===== src/rtl/vga_timing_gen.sv =====
// VGA timing generator: pixel-rate enable from the system clock, h/v counters,
// and combinational sync / active-window / blanking-start decodes of those counters.
module vga_timing_gen #(
    parameter int unsigned CLK_DIV  = 2,
    parameter int unsigned H_ACTIVE = 640,
    parameter int unsigned H_FP     = 16,
    parameter int unsigned H_SYNC   = 96,
    parameter int unsigned H_BP     = 48,
    parameter int unsigned V_ACTIVE = 480,
    parameter int unsigned V_FP     = 10,
    parameter int unsigned V_SYNC   = 2,
    parameter int unsigned V_BP     = 33,
    parameter logic        SYNC_POL = 1'b0
) (
    input  logic       clk,
    input  logic       rst_n,
    output logic       pix_en,
    output logic [9:0] x,
    output logic [9:0] y,
    output logic       h_sync,
    output logic       v_sync,
    output logic       active,
    output logic       blanking_start
);

    localparam int unsigned CW       = 10;
    localparam int unsigned EW       = CW + 1;
    localparam int unsigned H_TOTAL  = H_ACTIVE + H_FP + H_SYNC + H_BP;
    localparam int unsigned V_TOTAL  = V_ACTIVE + V_FP + V_SYNC + V_BP;
    localparam int unsigned HS_START = H_ACTIVE + H_FP;
    localparam int unsigned HS_END   = HS_START + H_SYNC;
    localparam int unsigned VS_START = V_ACTIVE + V_FP;
    localparam int unsigned VS_END   = VS_START + V_SYNC;
    localparam int unsigned DIV_W    = (CLK_DIV > 1) ? $clog2(CLK_DIV) : 1;

    logic [DIV_W-1:0] div_cnt_q, div_cnt_d;
    logic [CW-1:0]    x_q, x_d;
    logic [CW-1:0]    y_q, y_d;
    logic [EW-1:0]    x_ext, y_ext;
    logic             x_last, y_last;
    logic             in_hsync, in_vsync;

    // Pixel enable fires on the last divider count; with CLK_DIV=1 it is always high.
    assign pix_en = (div_cnt_q == DIV_W'(CLK_DIV - 1));
    assign x_last = (x_q == CW'(H_TOTAL - 1));
    assign y_last = (y_q == CW'(V_TOTAL - 1));

    always_comb begin
        div_cnt_d = div_cnt_q + 1'b1;
        x_d       = x_q;
        y_d       = y_q;
        if (pix_en) begin
            div_cnt_d = '0;
            if (x_last) begin
                x_d = '0;
                y_d = y_last ? '0 : y_q + 1'b1;
            end else begin
                x_d = x_q + 1'b1;
            end
        end
    end

    always_ff @(posedge clk) begin
        if (!rst_n) begin
            div_cnt_q <= '0;
            x_q       <= '0;
            y_q       <= '0;
        end else begin
            div_cnt_q <= div_cnt_d;
            x_q       <= x_d;
            y_q       <= y_d;
        end
    end

    // Decodes compare in one extra bit so region ends at 1024 remain representable.
    assign x_ext    = {1'b0, x_q};
    assign y_ext    = {1'b0, y_q};
    assign in_hsync = (x_ext >= EW'(HS_START)) && (x_ext < EW'(HS_END));
    assign in_vsync = (y_ext >= EW'(VS_START)) && (y_ext < EW'(VS_END));

    assign x              = x_q;
    assign y              = y_q;
    assign active         = (x_ext < EW'(H_ACTIVE)) && (y_ext < EW'(V_ACTIVE));
    assign h_sync         = in_hsync ? SYNC_POL : ~SYNC_POL;
    assign v_sync         = in_vsync ? SYNC_POL : ~SYNC_POL;
    assign blanking_start = pix_en && (x_q == '0) && (y_q == CW'(V_ACTIVE));

endmodule


===== config.mk =====
export PLATFORM = sky130hd
export DESIGN_NAME = vga_timing_gen
export DESIGN_NICKNAME = d
export VERILOG_FILES = /design/src/rtl/vga_timing_gen.sv
export SDC_FILE = /design/constraint.sdc
export NUM_CORES = 1
export LEC_CHECK = 0
export CAP_MARGIN = 20
export CORE_AREA = 4 4 59 61
export DETAILED_ROUTE_END_ITERATION = 12
export DIE_AREA = 0 0 63 65
export PLACE_DENSITY_LB_ADDON = 0.3
export SLEW_MARGIN = 10
export SYNTH_ARGS = -nofsm -noshare
export SYNTH_HDL_FRONTEND = slang
export SYNTH_SLANG_ARGS = --single-unit

===== constraint.sdc =====
create_clock -name clk -period 2.45 [get_ports clk]
set_input_delay 0.245 -clock clk [delete_from_list [all_inputs] [get_ports clk]]
set_output_delay 0.245 -clock clk [all_outputs]
set_load 0.01 [all_outputs]

* Yosys cells after proc, flatten, opt, wreduce, memory -nomap -nowiden
Index checks and enable logic that the tools add are counted.
** Word-level totals
- Bits of input ports :: 2
- Latch bits :: 0
- Logic and storage cells :: 28
- Memory bits (read-only) :: 0
- Memory bits (writable) :: 0
- Memories kept :: 0
- Output and inout bits :: 25
- Register bits after elaboration :: 21
** Cells by class
- Div/mod/pow operators :: 0
- Equality and inequality tests :: 3
- Add/subtract/negate cells :: 3
- Bitwise gates (word level) :: 1
- Multipliers :: 0
- Magnitude comparators :: 6
- Muxes and demuxes :: 4
- Shift-type cells :: 0
- Reduce and logical (&&, ||, !) cells :: 8
** Operators by type and width (number)
- $add 10x1->10 const B :: 2
- $eq 10x10->1 const B :: 2
- $lt 10x10->1 const B :: 2
- $lt 10x9->1 const B :: 2
- $mux 10 :: 2
- $eq 10x9->1 const B :: 1
- $ge 10x10->1 const B :: 1
- $ge 10x9->1 const B :: 1
- $logic_not 10->1 :: 1
- $logic_and 1x1->1 :: 5
- $mux 1 :: 2
- $reduce_and 2->1 :: 1
- $reduce_or 2->1 :: 1
- $add 1x1->1 const B :: 1
- $not 1->1 :: 1

* Depth between registers and ports, before layout
- Depth in word-level cells :: 3
- Depth in mapped cells :: 6
- Gate-level depth less buffers :: 6

* Least setup slack after synthesis
OpenSTA, ideal clock, no wires.
- Path kind :: flip-flop to output port
- Start :: register y_q[6], in the netlist y[6]
- End :: output port v_sync
- Path buffers :: 0
- Arrival :: 1690 ps
- Slack :: 515 ps
- Stages on the path, launching flop included :: 4
- Data required time :: 2205 ps
- Cells stage by stage :: dfxtp_1 -> nand4_1 -> or4_1 -> or4b_2
** Between the ends
- Cells in the longest elaborated chain, start to end :: 3
- Elaborated cells between the ends (all ways) :: 4
- Those cells by class :: order compare (2); mux (1); reduce/logical (1)
** Ends and longest elaborated chain
- start, declared :: line 38 : logic [CW-1:0] y_q, y_d;
- start signal, assigned :: line 71 : y_q <= y_d;
- $ge 10x9->1 or $lt 10x9->1 (tied branches) :: line 79 : assign in_vsync = (y_ext >= EW'(VS_START)) && (y_ext < EW'(VS_END));
- $logic_and 1x1->1 (*) :: line 79
- $mux 1 (*) :: line 85 : assign v_sync = in_vsync ? SYNC_POL : ~SYNC_POL;
- end, declared :: line 21 : output logic v_sync,
Mark *: on every way between the ends. The rest lies on a longest branch, timed or not.

* Worst setup path in the final report
- Start :: register y_q[7], in the netlist y[7]
- End :: output port blanking_start
** Between the ends
- Cells in the longest elaborated chain, start to end :: 2
** Ends and longest elaborated chain
- $eq 10x9->1 :: line 86 : assign blanking_start = pix_en && (x_q == '0) && (y_q == CW'(V_ACTIVE));
- $logic_and 1x1->1 :: line 86
- end, declared :: line 23 : output logic blanking_start
No other way between the ends.

==> summary.md <==
| Metric | Value |
|---|---|
| Status | finished, final reports clean |
| Reg2reg end | y[8]$_SDFFE_PN0P_ |
| CP endpoint kind | output pin |
| Die Area | approximately 4000 um^2 |
| Area delta synth->final | 33.4% |
| Mean Syn Cell Area | 8.48 um^2 |
| Core area | a little under 3000 um^2 |
| Post-Synth Adder-Cell Area | 0.0555 |
| Post-Synth Simple-Gate Area | 0.356 |
| R2r startpoint | x[0]$_SDFFE_PN0P_ |
| Hold path start | x[1]$_SDFFE_PN0P_ |
| Peak VDD IR | roughly 0.00023 V |
| Slew Viols, Final | 0 |
| RePlAce Congestion | about 0.83 |
| Number of I/O pins | 27 |
| Crit path max fanout | 2 |
| Largest net degree at the start of global routing | 12 |
| Clk pwr share | 0.304 |
| Die width | 63 um |
| Vias | 1112 |
| Clock root cell | clkbuf_4 |
| Multi-input logic area | 671 um^2 |
| Pwr/cell area | between 300 and 400 nW/um^2 |
| Sequential Power Share | 0.628 |
| Synth area leader | dfxtp_1 |
| DR pass1 iterations | 4 |
| Post-synth EDFFs | 0 |
| Reg clk slew, reported paths | 0.12 ns |
| Clock tree buffer depth | 2 |
| Post-route minimum period | 2.31 ns |
| Clk Latency, worst-skew pair | ~0.30 ns |
| Required time of the critical path | 2.20 ns |
| Switching power total | ~0.13 mW |
| Internal reg-to-reg setup slack | 0.39 ns |
| Final hold slack | between 0.5 and 0.6 ns |
| Max Fclk | 434 MHz |
| Vias per cell | about 5.6 |
| Nets@finish | roughly 180 |
| Max cap viols | 0 |
| Reg2Reg Depth | 5 |
| Number of hold violations in the final report | 0 |
| Hold Crit Class | flop to flop |
| Initial core utilization | 0.379 |
| Initial antenna violation count | 0 |
| HPWL Detailed | 2140 um |
| Seq cells post-synth | 21 |
| Synth Area in XOR/XNOR | 0.101 |
| Logic pwr share | 0.068 |
| Synth Flop Type | dfxtp_1 |
| # port buffers | 26 |
| CTS buffer count | 3 |
| Worst path top cell family by delay | simple AND/OR/NAND/NOR gates |
| Top post-synthesis cells by count | 21 x dfxtp_1, 20 x nor2_1, 9 x nand2_1, 9 x nand3_1 |
| Hold Path Sink | x[1]$_SDFFE_PN0P_ |
| H-tree Lvls | 1 |
| Row count | 20 |
| Hold buffer count at cts | 0 |
| Total congestion overflow | 0 |
| Mapped Area | 1130 um^2 |
| Final Cycle Share | 0.941 |
| Fraction of layout cells with a size suffix above 1 | 0.138 |
| Total power | between 0.5 and 0.6 mW |
| Vias in the first global route | ~1000 |
| WP buf/inv | 1 |
| CTS tree | yes |
| Clock sink count | 21 |
| Routed wire per std cell | 14.6 um |
| Synthesized Nets | 140 |
| Sequential share of the synthesized area | 0.373 |
| Asr flop ratio synth | 0 |
| Crit path cell chain | nand4_1 > or4_4 > nor3_2 > clkdlybuf4s50_1 |
| N_diodes | 0 |
| Final WL | 2920 um |
| GRT Overall Usage | 0.143 |
| Synth Warn # | 0 |
| Yosys cell types | 33 |
| WS Path Type | flop to output pin |
| Reg area | 424 um^2 |
| Drc violations | 0 |
| Proportion of netlist area held by the largest area contributor | 0.373 |
| Startpoint Class | flop |
| Filler cells | 281 |
| Worst Clk Skew | 0.00229 ns |
| Largest cells by area after synthesis | dfxtp_1 37%, nor2_1 6.7%, ha_1 5.5%, xor2_1 5.4%, xnor2_1 4.7% |
| Final setup TNS | 0 ns |
| Min-Delay Path Depth | 2 |
| Slowest cell on crit path | clkdlybuf4s50_1 |
| First-pass GRT wire length | 4720 um |
| Cells after Synth | 133 |
| Antenna-violating nets left | 0 |
| Internal cell power | 0.426 mW |
| Starting DRT DRC Count | 45 |
| Compound-Gate Fraction of Synth Area | 0.0744 |
| Least-Margin Pin Slew | 0.360 ns |
| Largest family of logic cells by synthesized area | simple AND/OR/NAND/NOR gates |
| Sw Ratio | 0.236 |
| Die height | 65 um |
| RSZ-0062 raised after global routing | no |
| Relative slew margins | 0.758 |
| Max incr delay on CP | 0.57 ns |
| Multiplexer area fraction after synthesis | 0 |
| Leak pwr | between 0.5 and 0.6 nW |
| Count leader, synth | dfxtp_1 |
| Final setup vio count | 0 |
| Worst Path Arrival | 2.06 ns |
-- cells in the final DEF (no fill, tap or decap), types with 2 or more instances in the layout --
cell type	synthesis	routed
inv_1	7	7
nor3_1	3	2
or3_1	2	2
and4_1	3	3
o21ai_0	4	4
xor2_1	7	7
clkbuf_4	0	3
dfxtp_2	0	3
nand2_1	9	9
nand3_1	9	9
dfxtp_1	21	18
a21oi_1	5	5
o31ai_1	2	2
or4_4	1	2
nand4_1	7	7
buf_4	0	8
ha_1	5	5
xnor2_1	6	6
or4_1	4	3
clkdlybuf4s50_1	0	25
nor2_1	20	20
-- state kept, by name, summed over array words and instances (netlist names) --
| name | cells |
|---|---|
| pix_en | 1 |
| x | 10 |
| y | 10 |
-- power by group through the flow --
stage                     logic (mW)  clock network, mW  registers, mW
final                         0.0378              0.170          0.350
after global routing          0.0417              0.191          0.351
after CTS                     0.0374              0.173          0.351
after detailed placement      0.0372                  0          0.358
after global placement        0.0364                  0          0.358
after floorplan               0.0169                  0          0.359
-- cells by family (layout without fill, tap and decap cells) --
group | Yosys count | in the layout
xor+xnor | 13 | 13
compound gates | 14 | 14
simple gates | 69 | 69
flops | 21 | 21
buf+inv | 11 | 45
fa+ha+maj | 5 | 5
-- metrics by stage --
| stage | instances | setup WS, ns | area (um^2) | utilization |
|---|---|---|---|---|
| after detailed placement | 195 | 0.138 | 1460 | 0.491 |
| after global routing | 200 | 0.0574 | 1500 | 0.505 |
| after floorplan | 133 | 0.515 | 1130 | - |
| final | 200 | 0.144 | 1500 | 0.505 |
| after global placement | 195 | 0.167 | 1460 | 0.491 |
| after CTS | 200 | 0.0169 | 1500 | 0.502 |
-- per-layer routing --
metal | GRT usage | vias to the layer above | routed length (um)
met2 | 0.245 | 24 | 1390
met3 | 0.0260 | 7 | 102
met4 | 0.0551 | 0 | 52
met5 | 0 | - | 0
met1 | 0.176 | 534 | 1370
li1 | - | 547 | -
-- what timing repair did --
action	4_1_cts	5_1_grt
setup endpoints to repair	1	2
setup buffers	1	0
pin swaps	1	1
resized for setup	1	7
cloned	0	0
-- final cells by class --
cell class / count / share of cell area
repair buffers: 34 / 0.210
inverters: 7 / 0.0175
multi-input cells: 101 / 0.446
clock buffers: 4 / 0.0175
well taps: 33 / 0.0275
flip-flops and latches: 21 / 0.282
-- worst register-to-register path: stages (launching register included) --
cell     delay [ns]
dfxtp_1        0.43
ha_1           0.24
nand4_1        0.17
or4_4          0.59
or4_1          0.41
a21oi_1        0.16
-- worst max-delay path by stage --
| stage | cells after the start | endpoint | slack, ns | from |
|---|---|---|---|---|
| after floorplan | 3 | v_sync | 0.51 | y[6]$_SDFFE_PN0P_ |
| after global placement | 4 | v_sync | 0.17 | y[8]$_SDFFE_PN0P_ |
| after detailed placement | 4 | v_sync | 0.14 | y[7]$_SDFFE_PN0P_ |
| after CTS | 4 | v_sync | 0.02 | y[6]$_SDFFE_PN0P_ |
| after global routing | 4 | blanking_start | 0.06 | y[7]$_SDFFE_PN0P_ |
| final | 4 | blanking_start | 0.14 | y[7]$_SDFFE_PN0P_ |
Power figures use the tool's default switching activity.
